==> src/rtl/mac_group_accumulator_if.sv <==
// Handshake bundle between MAC stage, group accumulator and downstream consumer.
// Latency: none, wires only.
// Backpressure: carries in_ready upstream and out_ready from downstream.
interface mac_group_accumulator_if #(
  parameter int DATA_W = 16,
  parameter int SUM_W  = 18,
  parameter int LEN_W  = 3
);
  logic [DATA_W-1:0] in_data;
  logic              in_valid;
  logic              flush;
  logic              in_ready;
  logic [SUM_W-1:0]  out_sum;
  logic [LEN_W-1:0]  out_len;
  logic              out_valid;
  logic              out_ready;

  // Producer/consumer side: drives beats and downstream ready, observes results.
  modport master (
    output in_data, in_valid, flush, out_ready,
    input  in_ready, out_sum, out_len, out_valid
  );

  // Accumulator side.
  modport slave (
    input  in_data, in_valid, flush, out_ready,
    output in_ready, out_sum, out_len, out_valid
  );
endinterface

==> src/rtl/mac_group_accumulator.sv <==
// Sums unsigned MAC results in groups of GROUP beats; flush closes a partial group early.
// Latency: group sum valid the cycle after its closing beat/flush is accepted.
// Backpressure: in_ready drops while the output register is full and not being drained.
module mac_group_accumulator #(
  parameter int DATA_W = 16,
  parameter int GROUP  = 4,
  parameter int SUM_W  = 18,
  parameter int LEN_W  = 3
) (
  input  logic                    clk,
  input  logic                    reset,
  mac_group_accumulator_if.slave  bus
);
  typedef enum logic {EMPTY, FULL} out_state_t;

  out_state_t        out_state, out_state_nxt;
  logic [SUM_W-1:0]  acc, acc_nxt;
  logic [LEN_W-1:0]  cnt, cnt_nxt;
  logic [SUM_W-1:0]  sum_q, sum_nxt;
  logic [LEN_W-1:0]  len_q, len_nxt;
  logic [DATA_W-1:0] in_d;
  logic [SUM_W-1:0]  in_ext;
  logic              in_ready;
  logic              accept;
  logic              fl;
  logic              close;

  assign in_d   = bus.in_data;
  assign in_ext = SUM_W'(in_d);

  // Output register drains and refills in one cycle, so a full register with
  // out_ready high still lets a beat in.
  assign in_ready = reset & ((out_state == EMPTY) | bus.out_ready);
  assign accept   = bus.in_valid & in_ready;
  assign fl       = bus.flush & in_ready;
  // A flush on an empty accumulator with no beat closes nothing: no zero-length groups.
  assign close    = (accept & (cnt == LEN_W'(GROUP - 1))) | (fl & (accept | (cnt != '0)));

  assign bus.in_ready  = in_ready;
  assign bus.out_sum   = sum_q;
  assign bus.out_len   = len_q;
  assign bus.out_valid = (out_state == FULL);

  // Accumulator and output-data next state; the output data only changes on close,
  // which can only happen when the register is empty or being drained.
  always_comb begin
    acc_nxt = acc;
    cnt_nxt = cnt;
    sum_nxt = sum_q;
    len_nxt = len_q;
    if (close) begin
      sum_nxt = acc + (accept ? in_ext : '0);
      len_nxt = cnt + LEN_W'(accept);
      acc_nxt = '0;
      cnt_nxt = '0;
    end else if (accept) begin
      acc_nxt = acc + in_ext;
      cnt_nxt = cnt + LEN_W'(1);
    end
  end

  // Output register occupancy: filled by close, emptied by a transfer without refill.
  always_comb begin
    out_state_nxt = out_state;
    if (close) begin
      out_state_nxt = FULL;
    end else if ((out_state == FULL) && bus.out_ready) begin
      out_state_nxt = EMPTY;
    end
  end

  // State registers; reset discards any partial group and pending output.
  always_ff @(posedge clk) begin
    if (!reset) begin
      out_state <= EMPTY;
      acc       <= '0;
      cnt       <= '0;
      sum_q     <= '0;
      len_q     <= '0;
    end else begin
      out_state <= out_state_nxt;
      acc       <= acc_nxt;
      cnt       <= cnt_nxt;
      sum_q     <= sum_nxt;
      len_q     <= len_nxt;
    end
  end
endmodule

==> src/flat_wrapper.sv <==
// flat-port wrapper written by rule: the top's interface ports become plain ports
module mac_group_accumulator_flat 
#(
  parameter int DATA_W = 16,
  parameter int GROUP  = 4,
  parameter int SUM_W  = 18,
  parameter int LEN_W  = 3
)
  (clk, reset, bus_in_data, bus_in_valid, bus_flush, bus_out_ready, bus_in_ready, bus_out_sum, bus_out_len, bus_out_valid);
  mac_group_accumulator_if #(.DATA_W(DATA_W), .SUM_W(SUM_W), .LEN_W(LEN_W)) bus_i ();
  input  logic clk;
  input  logic reset;
  input wire logic [$bits(bus_i.in_data)-1:0] bus_in_data;
  input wire logic [$bits(bus_i.in_valid)-1:0] bus_in_valid;
  input wire logic [$bits(bus_i.flush)-1:0] bus_flush;
  input wire logic [$bits(bus_i.out_ready)-1:0] bus_out_ready;
  output wire logic [$bits(bus_i.in_ready)-1:0] bus_in_ready;
  output wire logic [$bits(bus_i.out_sum)-1:0] bus_out_sum;
  output wire logic [$bits(bus_i.out_len)-1:0] bus_out_len;
  output wire logic [$bits(bus_i.out_valid)-1:0] bus_out_valid;
  assign bus_i.in_data = bus_in_data;
  assign bus_i.in_valid = bus_in_valid;
  assign bus_i.flush = bus_flush;
  assign bus_i.out_ready = bus_out_ready;
  assign bus_in_ready = bus_i.in_ready;
  assign bus_out_sum = bus_i.out_sum;
  assign bus_out_len = bus_i.out_len;
  assign bus_out_valid = bus_i.out_valid;
  mac_group_accumulator #(.DATA_W(DATA_W), .GROUP(GROUP), .SUM_W(SUM_W), .LEN_W(LEN_W)) u_core (.clk(clk), .reset(reset), .bus(bus_i));
endmodule
==> config.mk <==
export PLATFORM = sky130hd
export DESIGN_NAME = mac_group_accumulator_flat
export DESIGN_NICKNAME = d
export VERILOG_FILES = /design/src/rtl/mac_group_accumulator_if.sv /design/src/rtl/mac_group_accumulator.sv /design/src/flat_wrapper.sv
export SDC_FILE = /design/constraint.sdc
export NUM_CORES = 1
export LEC_CHECK = 0
export CAP_MARGIN = 20
export CORE_UTILIZATION = 40
export DETAILED_ROUTE_END_ITERATION = 16
export GPL_TIMING_DRIVEN = 0
export PLACE_DENSITY = 0.7
export SETUP_SLACK_MARGIN = 0.2
export SLEW_MARGIN = 20
export SYNTH_ARGS = -nofsm -noshare
export SYNTH_HDL_FRONTEND = slang
export SYNTH_SLANG_ARGS = --single-unit
==> constraint.sdc <==
create_clock -name clk -period 4.56 [get_ports clk]
set_input_delay 0.912 -clock clk [delete_from_list [all_inputs] [get_ports clk]]
set_output_delay 0.912 -clock clk [all_outputs]
set_load 0.05 [all_outputs]
==> impl_summary.txt, run 1 <==
----------------------------------------------------
[Logic synthesis]
  Instance count of the mapped netlist ... 395
  Flip-flop cell with the highest count after synthesis ... sky130_fd_sc_hd__dfxtp_1
  Post-synth top area share ... between 20% and 30%
  Unique masters post-synth ... 52
  Synth cell count leaders ... 47 x sky130_fd_sc_hd__nand2_1, 43 x sky130_fd_sc_hd__dfxtp_1, 37 x sky130_fd_sc_hd__ha_1
  Synthesized area ... between 0.003 and 0.004 mm2
  #FFs+latches synth ... 43
  Most frequent cell after synthesis ... sky130_fd_sc_hd__nand2_1
  Number of enable flip-flop cells after synthesis ... 0
  Number of warning messages in the yosys log ... 0
  Share of synthesized registers carrying an async set or reset ... 0%
  Syn Nets ... about 460
  Library cell with the largest summed area after synthesis ... sky130_fd_sc_hd__dfxtp_1
  Fraction of the yosys area taken by sequential cells ... roughly a quarter
  Average size of a mapped cell ... 8.210 um2
  Biggest area contributors in the synthesized netlist ... sky130_fd_sc_hd__dfxtp_1 27%, sky130_fd_sc_hd__ha_1 14%, sky130_fd_sc_hd__nand2_1 5.4%

[Worst setup path]
  Startpoint of the most critical register-to-register path ... u_core.bus.out_valid$_SDFFE_PN0P_
  Critical Path RT ... approximately 4700 ps
  Buffers & Inverters on Critical Path ... 5
  Data arrival time of the worst path ... 4300 ps
  Worst setup slack for register-to-register paths ... around 1200 ps
  Startpoint Class ... primary input
  Worst R2R End ... u_core.bus.out_sum[16]$_SDFFE_PN0P_
  Largest fanout of any net on the critical path ... 10
  Kind of end point of the critical path ... flop
  Critical path's largest stage delay ... roughly 450 ps
  Number of logic stages on the critical path including buffering ... 19
  Kind of cell with the highest combined delay on the critical path ... compound AO/OA/AOI/OAI gates
  CP endpoint ... u_core.bus.out_sum[16]$_SDFFE_PN0P_
  Worst path slowest cell ... sky130_fd_sc_hd__clkdlybuf4s50_1
  Worst r2r path cells ... 18
  Crit. Startpoint ... bus_out_ready
  Chain of cells forming the critical path ... clkdlybuf4s50_1, nand2b_1, and2_4, nand2_4, inv_4, buf_6, buf_8, and2_1, ha_1, inv_1, fa_1, nor2b_1, o31a_1, o21ai_1, a21oi_2, a31oi_2, o31a_2, xnor2_2, o21ai_0
  Worst setup path category ... primary input to flop

[Clock tree]
  Deepest level of the CTS H-tree ... 2
  Total clock buffers created by CTS ... 5
  Clock tree buffer depth ... 2
  Clock latency of the later-clocked register in the worst-skew pair ... ~300 ps
  Buffer type at the clock tree root ... sky130_fd_sc_hd__clkbuf_8
  Clock slew at the register clock pins of the worst setup and hold paths ... 90 ps
  Clock tree from TritonCTS ... yes
  Clk sinks ... 43

[Pwr]
  Internal power component ... ~610 uW
  Peak ir drop on the vdd network ... about 0.1 mV
  Power density normalized to cell area ... 234.1 mW/mm2
  Clock group share of total power ... approximately 27%
  Portion of total power attributed to sequential cells ... 44.1%
  Combinational cell fraction of total power ... between 20% and 30%
  Static Leakage ... between 0.0015 and 0.002 uW
  Net Switching ... around 310 uW
  Switching share of power ... 33.71%

[Cells and area]
  Final nets ... roughly 510
  Final core utilization ... between 50% and 60%
  Area growth from synthesis to layout ... 21.53%
  Fraction of layout cells with a size suffix above 1 ... 7.159%
  N_diodes ... 0

[Run status]
  Status ... completed

[Die]
  I/O pin count ... 44
  Area inside the core boundary ... 0.007767 mm2
  Die height ... between 90 and 100 um
  X dimension of the die ... 92.05 um
  Starting density of the core ... a little over two fifths
  Die area ... between 0.008 and 0.009 mm2
  Core Rows ... 32

[STA]
  Final hold violations ... 0
  Number of failing setup endpoints in the final timing report ... 0
  Clock Skews ... 6.462 ps
  Maximum achievable frequency ... ~240 MHz
  Worst-case headroom to the max-slew limit ... 60.29%
  Final total negative setup slack ... 0 ps
  Worst Tran Pin Value ... between 500 and 600 ps
  Shortest period the worst path allows ... 4121 ps
  Worst setup slack after layout ... about 440 ps
  WHS ... between 400 and 500 ps
  RSZ-0062 raised after global routing ... false
  Pins Over Slew Limit ... 0
  Share of the cycle needed by the critical path after routing ... between 90% and 100%

[GRT]
  Overflow left after global routing ... 0
  Initial antenna violation count ... 0
  Pin count of the biggest net entering global routing ... 14
  Global-route wire length before repair ... between 10000 and 15000 um
  GRT Util Overall ... between 10% and 20%
  Number of global-route vias before repair ... ~2700

[Place]
  Detail Placement HPWL ... a little under 6000 um
  Setup slack after placement ... -782.3 ps
  Count of buffers inserted at the top-level ports ... 43
  Final weighted congestion in routability-driven placement ... approximately 0.85

[Routing]
  Via count ... 2873
  Router iterations before antenna repair ... 4
  DR WL/cell ... about 14 um
  Overall routed net length ... between 7000 and 8000 um
  DRT iter0 DRCs ... ~100
  Residual DRC count ... 0
  Final ANT Viol Nets ... 0
  Vias per cell ... between 5 and 6

[Worst hold path]
  Worst Hold Depth ... 2
  Path class of the lowest-slack min-delay path ... flop to flop

[Run]
  Max-cap viol count ... 0

----------------------------------------------------
## power by group through the flow
stage	registers [uW]	clock network [uW]	logic (uW)
detailed placement	415	0	263
global placement	414	0	258
global route	409	265	296
CTS	406	250	266
floorplan	434	0	167
finish	406	248	268
## sequential cells by signal (all words and copies together), names as in the netlist
name,cells
u_core.bus.out_valid,1
u_core.bus.out_sum,18
u_core.acc,18
u_core.bus.out_len,3
u_core.cnt,3
## per-layer routing
| metal | routed length [um] | part of all wire, % | global-route usage [%] |
|---|---|---|---|
| met4 | 85 | 1.1 | 4.948 |
| met1 | 3677 | 49 | 23.94 |
| met5 | 0 | 0 | 0 |
| met2 | 3441 | 46 | 31.78 |
| met3 | 224 | 3.0 | 2.488 |
## worst reg2reg max path, stage by stage (launching register included)
cell and delay, ps:
sky130_fd_sc_hd__dfxtp_1 320, sky130_fd_sc_hd__nand2b_1 100, sky130_fd_sc_hd__and2_4 180, sky130_fd_sc_hd__nand2_4 120, sky130_fd_sc_hd__inv_4 100, sky130_fd_sc_hd__buf_6 150
sky130_fd_sc_hd__buf_8 150, sky130_fd_sc_hd__and2_1 130, sky130_fd_sc_hd__ha_1 160, sky130_fd_sc_hd__inv_1 50, sky130_fd_sc_hd__fa_1 390, sky130_fd_sc_hd__nor2b_1 160
sky130_fd_sc_hd__o31a_1 190, sky130_fd_sc_hd__o21ai_1 90, sky130_fd_sc_hd__a21oi_2 210, sky130_fd_sc_hd__a31oi_2 140, sky130_fd_sc_hd__o31a_2 370, sky130_fd_sc_hd__xnor2_2 140
sky130_fd_sc_hd__o21ai_0 80
## repair_timing
item	CTS	global route
hold endpoints to repair	0	0
gates resized for setup	7	8
setup endpoints to repair	13	2
buffers inserted	0	1
hold buffers	0	0
pin swaps	0	2
## metrics by stage
step | area, um2 | total power [uW] | cells
finish | 3941 | 922.5 | 549
global route | 3941 | 970.9 | 549
CTS | 3910 | 922.9 | 548
detailed placement | 3801 | 677.8 | 540
global placement | 3801 | 672.4 | 540
floorplan | 3243 | 601.0 | 395
## cells by family (layout without fill, tap and decap cells)
logic type	after synthesis	after routing	synth area share, %
mux	6	6	1.890
xor+xnor	27	27	7.292
buf+inv	29	81	3.434
simple gates	139	139	21.72
flops	43	43	26.54
compound gates	112	112	23.61
fa+ha+maj	39	39	15.51
## area by class of cell
type	instances	area [um2]
buffer	16	80.08
clock buffer	6	72.57
clock inverter	2	12.51
fill	757	3826
inverter	13	51.30
multi-input combinational	323	2298
sequential	43	860.8
tap	102	127.6
timing repair buffer	44	437.9
## worst min path at each step
stage	endpoint	slack, ps	from
final	u_core.bus.out_sum[17]$_SDFFE_PN0P_	460	u_core.bus.out_sum[17]$_SDFFE_PN0P_
after global placement	u_core.bus.out_sum[17]$_SDFFE_PN0P_	450	u_core.bus.out_sum[17]$_SDFFE_PN0P_
after floorplan	u_core.acc[11]$_SDFFE_PP0N_	450	u_core.acc[11]$_SDFFE_PP0N_
after CTS	u_core.bus.out_sum[17]$_SDFFE_PN0P_	470	u_core.bus.out_sum[17]$_SDFFE_PN0P_
after global routing	u_core.acc[12]$_SDFFE_PP0N_	510	u_core.acc[12]$_SDFFE_PP0N_
after detailed placement	u_core.bus.out_sum[17]$_SDFFE_PN0P_	450	u_core.bus.out_sum[17]$_SDFFE_PN0P_
## placed cells by master, fill, tap and decap left out, types with 5 or more instances in the layout
| cell type | instances |
|---|---|
| sky130_fd_sc_hd__a21oi_1 | 33 |
| sky130_fd_sc_hd__inv_1 | 12 |
| sky130_fd_sc_hd__nand2_1 | 46 |
| sky130_fd_sc_hd__clkdlybuf4s50_1 | 43 |
| sky130_fd_sc_hd__nand3_1 | 16 |
| sky130_fd_sc_hd__nor2b_1 | 5 |
| sky130_fd_sc_hd__ha_1 | 37 |
| sky130_fd_sc_hd__mux2i_1 | 5 |
| sky130_fd_sc_hd__nor2_1 | 16 |
| sky130_fd_sc_hd__a211oi_1 | 8 |
| sky130_fd_sc_hd__o21a_1 | 7 |
| sky130_fd_sc_hd__a21o_1 | 10 |
| sky130_fd_sc_hd__clkbuf_8 | 5 |
| sky130_fd_sc_hd__and2_1 | 27 |
| sky130_fd_sc_hd__nand4_1 | 5 |
| sky130_fd_sc_hd__dfxtp_1 | 43 |
| sky130_fd_sc_hd__clkbuf_1 | 14 |
| sky130_fd_sc_hd__o21ai_0 | 26 |
| sky130_fd_sc_hd__xnor2_1 | 13 |
| sky130_fd_sc_hd__xor2_1 | 13 |
| sky130_fd_sc_hd__nand2b_1 | 6 |
No activity file was read; power rests on OpenSTA's default activity.
==> run 2, diff against run 1 <==
--- a/config.mk
+++ b/config.mk
@@ -11,6 +11,7 @@
 export GPL_TIMING_DRIVEN = 0
 export PLACE_DENSITY = 0.7
 export SETUP_SLACK_MARGIN = 0.2
+export SKIP_CTS_REPAIR_TIMING = 1
 export SLEW_MARGIN = 20
 export SYNTH_ARGS = -nofsm -noshare
 export SYNTH_HDL_FRONTEND = slang
==> impl_summary.txt, run 2 (synthesis gave the netlist of run 1 again) <==
----------------------------------------------------
[Run status]
  Status ... completed (unchanged)

[Cells and area]
  Commonest cells after routing, fill and taps aside ... 46 x sky130_fd_sc_hd__nand2_1, 43 x sky130_fd_sc_hd__clkdlybuf4s50_1, 43 x sky130_fd_sc_hd__dfxtp_1 (unchanged)
  Most common library cell in the layout ignoring fill and taps ... sky130_fd_sc_hd__nand2_1 (unchanged)
  Final nets ... 506 (unchanged)
  Area growth from synthesis to layout ... 21.64% (was 21.53%)
  N_diodes ... 0 (unchanged)
  Fraction of layout cells with a size suffix above 1 ... 7.159% (unchanged)

[GRT]
  Overflow left after global routing ... 0 (unchanged)
  Met1 global-route usage ... 23.99% (was 23.94%)
  Met3 layer usage reported by global route ... 2.405% (was 2.488%)
  Pin count of the biggest net entering global routing ... 14 (unchanged)
  Global-route wire length before repair ... 12520 um (was 12530 um)
  GRT Util Overall ... 18.47% (was 18.42%)
  Number of global-route vias before repair ... 2659 (was 2666)
  Initial antenna violation count ... 0 (unchanged)
  Layer with the highest usage ... met2 (unchanged)
  GR Util met2 ... 32.09% (was 31.78%)

[Pwr]
  Net Switching ... 311.8 uW (was 311.0 uW)
  Switching share of power ... 33.75% (was 33.71%)
  Pwr Total ... 923.8 uW (was 922.5 uW)
  Combinational cell fraction of total power ... 29.1% (about the same)
  Clock group share of total power ... 26.9% (about the same)
  Internal power component ... 612.0 uW (was 611.5 uW)
  Peak ir drop on the vdd network ... 0.1046 mV (was 0.1024 mV)
  Portion of total power attributed to sequential cells ... 44.0% (was 44.1%)
  Static Leakage ... 0.001637 uW (was 0.001635 uW)
  Power density normalized to cell area ... 234.2 mW/mm2 (was 234.1 mW/mm2)

[Worst setup path]
  Critical Path RT ... 4740 ps (about the same)
  Chain of cells forming the critical path ... clkdlybuf4s50_1, nand2b_1, and2_4, nand2_4, inv_4, buf_8, buf_8, and2_1, ha_1, inv_1, fa_1, nor2b_1, o31a_1, o21ai_1, a21oi_2, a31oi_2, o31a_2, xnor2_2, o21ai_0 (was clkdlybuf4s50_1, nand2b_1, and2_4, nand2_4, inv_4, buf_6, buf_8, and2_1, ha_1, inv_1, fa_1, nor2b_1, o31a_1, o21ai_1, a21oi_2, a31oi_2, o31a_2, xnor2_2, o21ai_0)
  Most repeated library cell on the critical path ... sky130_fd_sc_hd__buf_8
  Kind of end point of the critical path ... flop (unchanged)
  Worst path slowest cell ... sky130_fd_sc_hd__clkdlybuf4s50_1 (unchanged)
  Startpoint Class ... primary input (unchanged)
  Critical path's largest stage delay ... 450 ps (about the same)
  Largest fanout of any net on the critical path ... 10 (unchanged)
  Worst setup path category ... primary input to flop (unchanged)
  Data arrival time of the worst path ... 4300 ps (about the same)

[STA]
  Pins Over Slew Limit ... 0 (unchanged)
  Maximum achievable frequency ... 242.8 MHz (was 242.7 MHz)
  RSZ-0062 raised after global routing ... false (unchanged)
  Clock Skews ... 8.829 ps (was 6.462 ps)
  Number of failing setup endpoints in the final timing report ... 0 (unchanged)
  Worst Tran Pin Value ... 603.6 ps (was 595.7 ps)
  WHS ... 461.6 ps (about the same)
  Worst-case headroom to the max-slew limit ... 59.76% (was 60.29%)
  Share of the cycle needed by the critical path after routing ... 90.33% (was 90.37%)
  Shortest period the worst path allows ... 4119 ps (was 4121 ps)
  Final hold violations ... 0 (unchanged)

[Die]
  Core Rows ... 32 (unchanged)
  Area inside the core boundary ... 0.007767 mm2 (unchanged)
  Die height ... 92.05 um (unchanged)
  X dimension of the die ... 92.05 um (unchanged)
  Starting density of the core ... 41.75% (unchanged)
  Die area ... 0.008472 mm2 (unchanged)
  I/O pin count ... 44 (unchanged)

[Clock tree]
  Buffer type at the clock tree root ... sky130_fd_sc_hd__clkbuf_8 (unchanged)
  Deepest level of the CTS H-tree ... 2 (unchanged)
  Clock tree from TritonCTS ... yes (unchanged)
  Clk sinks ... 43 (unchanged)
  Total clock buffers created by CTS ... 5 (unchanged)
  Clock latency of the later-clocked register in the worst-skew pair ... 300 ps (about the same)
  Clock tree buffer depth ... 2 (unchanged)
  Clock slew at the register clock pins of the worst setup and hold paths ... 90 ps (about the same)

[Routing]
  Via count ... 2866 (was 2873)
  Vias per cell ... 5.220 (was 5.233)
  Final ANT Viol Nets ... 0 (unchanged)
  DRT iter0 DRCs ... 101 (was 104)
  Residual DRC count ... 0 (unchanged)
  Overall routed net length ... 7436 um (was 7429 um)
  Router iterations before antenna repair ... 4 (unchanged)
  DR WL/cell ... 13.54 um (was 13.53 um)

[Run]
  Max-cap viol count ... 0 (unchanged)

[Place]
  Count of buffers inserted at the top-level ports ... 43 (unchanged)
  Detail Placement HPWL ... 5968 um (unchanged)
  Final weighted congestion in routability-driven placement ... 0.8532 (unchanged)

[Worst hold path]
  Path class of the lowest-slack min-delay path ... flop to flop (unchanged)

----------------------------------------------------
[run 2: cell types whose count changed in the layout (fill, tap and decap cells not counted)]
cell,delta
sky130_fd_sc_hd__buf_8,+1
sky130_fd_sc_hd__buf_6,-1
[run 2: worst paths after layout]
| check | from | end | slack, ps | depth (start not counted) |
|---|---|---|---|---|
| setup reg to reg | u_core.bus.out_valid$_SDFFE_PN0P_ | u_core.bus.out_sum[16]$_SDFFE_PN0P_ | 1220 | 18 |
| setup / recovery | bus_out_ready | u_core.bus.out_sum[16]$_SDFFE_PN0P_ | 440 | 19 |
| hold reg to reg | u_core.bus.out_sum[17]$_SDFFE_PN0P_ | u_core.bus.out_sum[17]$_SDFFE_PN0P_ | 460 | 2 |
| hold / removal | u_core.bus.out_sum[17]$_SDFFE_PN0P_ | u_core.bus.out_sum[17]$_SDFFE_PN0P_ | 460 | 2 |
[run 2: area by class of cell]
| cell class | instances | area (um2) |
|---|---|---|
| Inverter | 13 | 51.30 |
| Timing Repair Buffer | 44 | 437.9 |
| Clock buffer | 6 | 72.57 |
| Multi-Input combinational cell | 323 | 2298 |
| Fill cell | 756 | 3822 |
| Sequential cell | 43 | 860.8 |
| Buffer | 16 | 83.83 |
| Clock inverter | 2 | 12.51 |
| Tap cell | 102 | 127.6 |
[run 2: metrics by stage]
| step | TNS [ps] | util, % | worst slack, ps | cells | cell area, um2 |
|---|---|---|---|---|---|
| after floorplan | 0 | - | 222.2 | 395 | 3243 |
| after global placement | -3005 | 48.94 | -680.5 | 540 | 3801 |
| after detailed placement | -4431 | 48.94 | -782.3 | 540 | 3801 |
| after CTS | -1053 | 50.03 | -478.6 | 548 | 3886 |
| after global routing | 0 | 50.79 | 199.8 | 549 | 3945 |
| final | 0 | 50.79 | 441.0 | 549 | 3945 |
[run 2: metal layers]
| layer | vias to the layer above | routed length, um | share of wire, % |
|---|---|---|---|
| met5 | - | 0 | 0 |
| met4 | 0 | 78 | 1.0 |
| met3 | 5 | 171 | 2.3 |
| met2 | 38 | 3444 | 46 |
| met1 | 1328 | 3742 | 50 |
| li1 | 1495 | - | - |
[run 2: critical path: cells and delay by family]
kind                       cells  cell delay, ps
buffers and inverters          5             880
AOI/OAI and AO/OA              6            1080
xor gates and xnor gates       1             130
adders and majority gates      2             550
and+or+nand+nor                5             720
[run 2: power groups by stage]
| stage | Sequential (uW) | Clock (uW) | Combinational (uW) |
|---|---|---|---|
| 3_3_place_gp | 414 | 0 | 258 |
| 6_report | 406 | 249 | 269 |
| 5_1_grt | 409 | 266 | 297 |
| 3_5_place_dp | 415 | 0 | 263 |
| 4_1_cts | 406 | 250 | 264 |
| 2_1_floorplan | 434 | 0 | 167 |
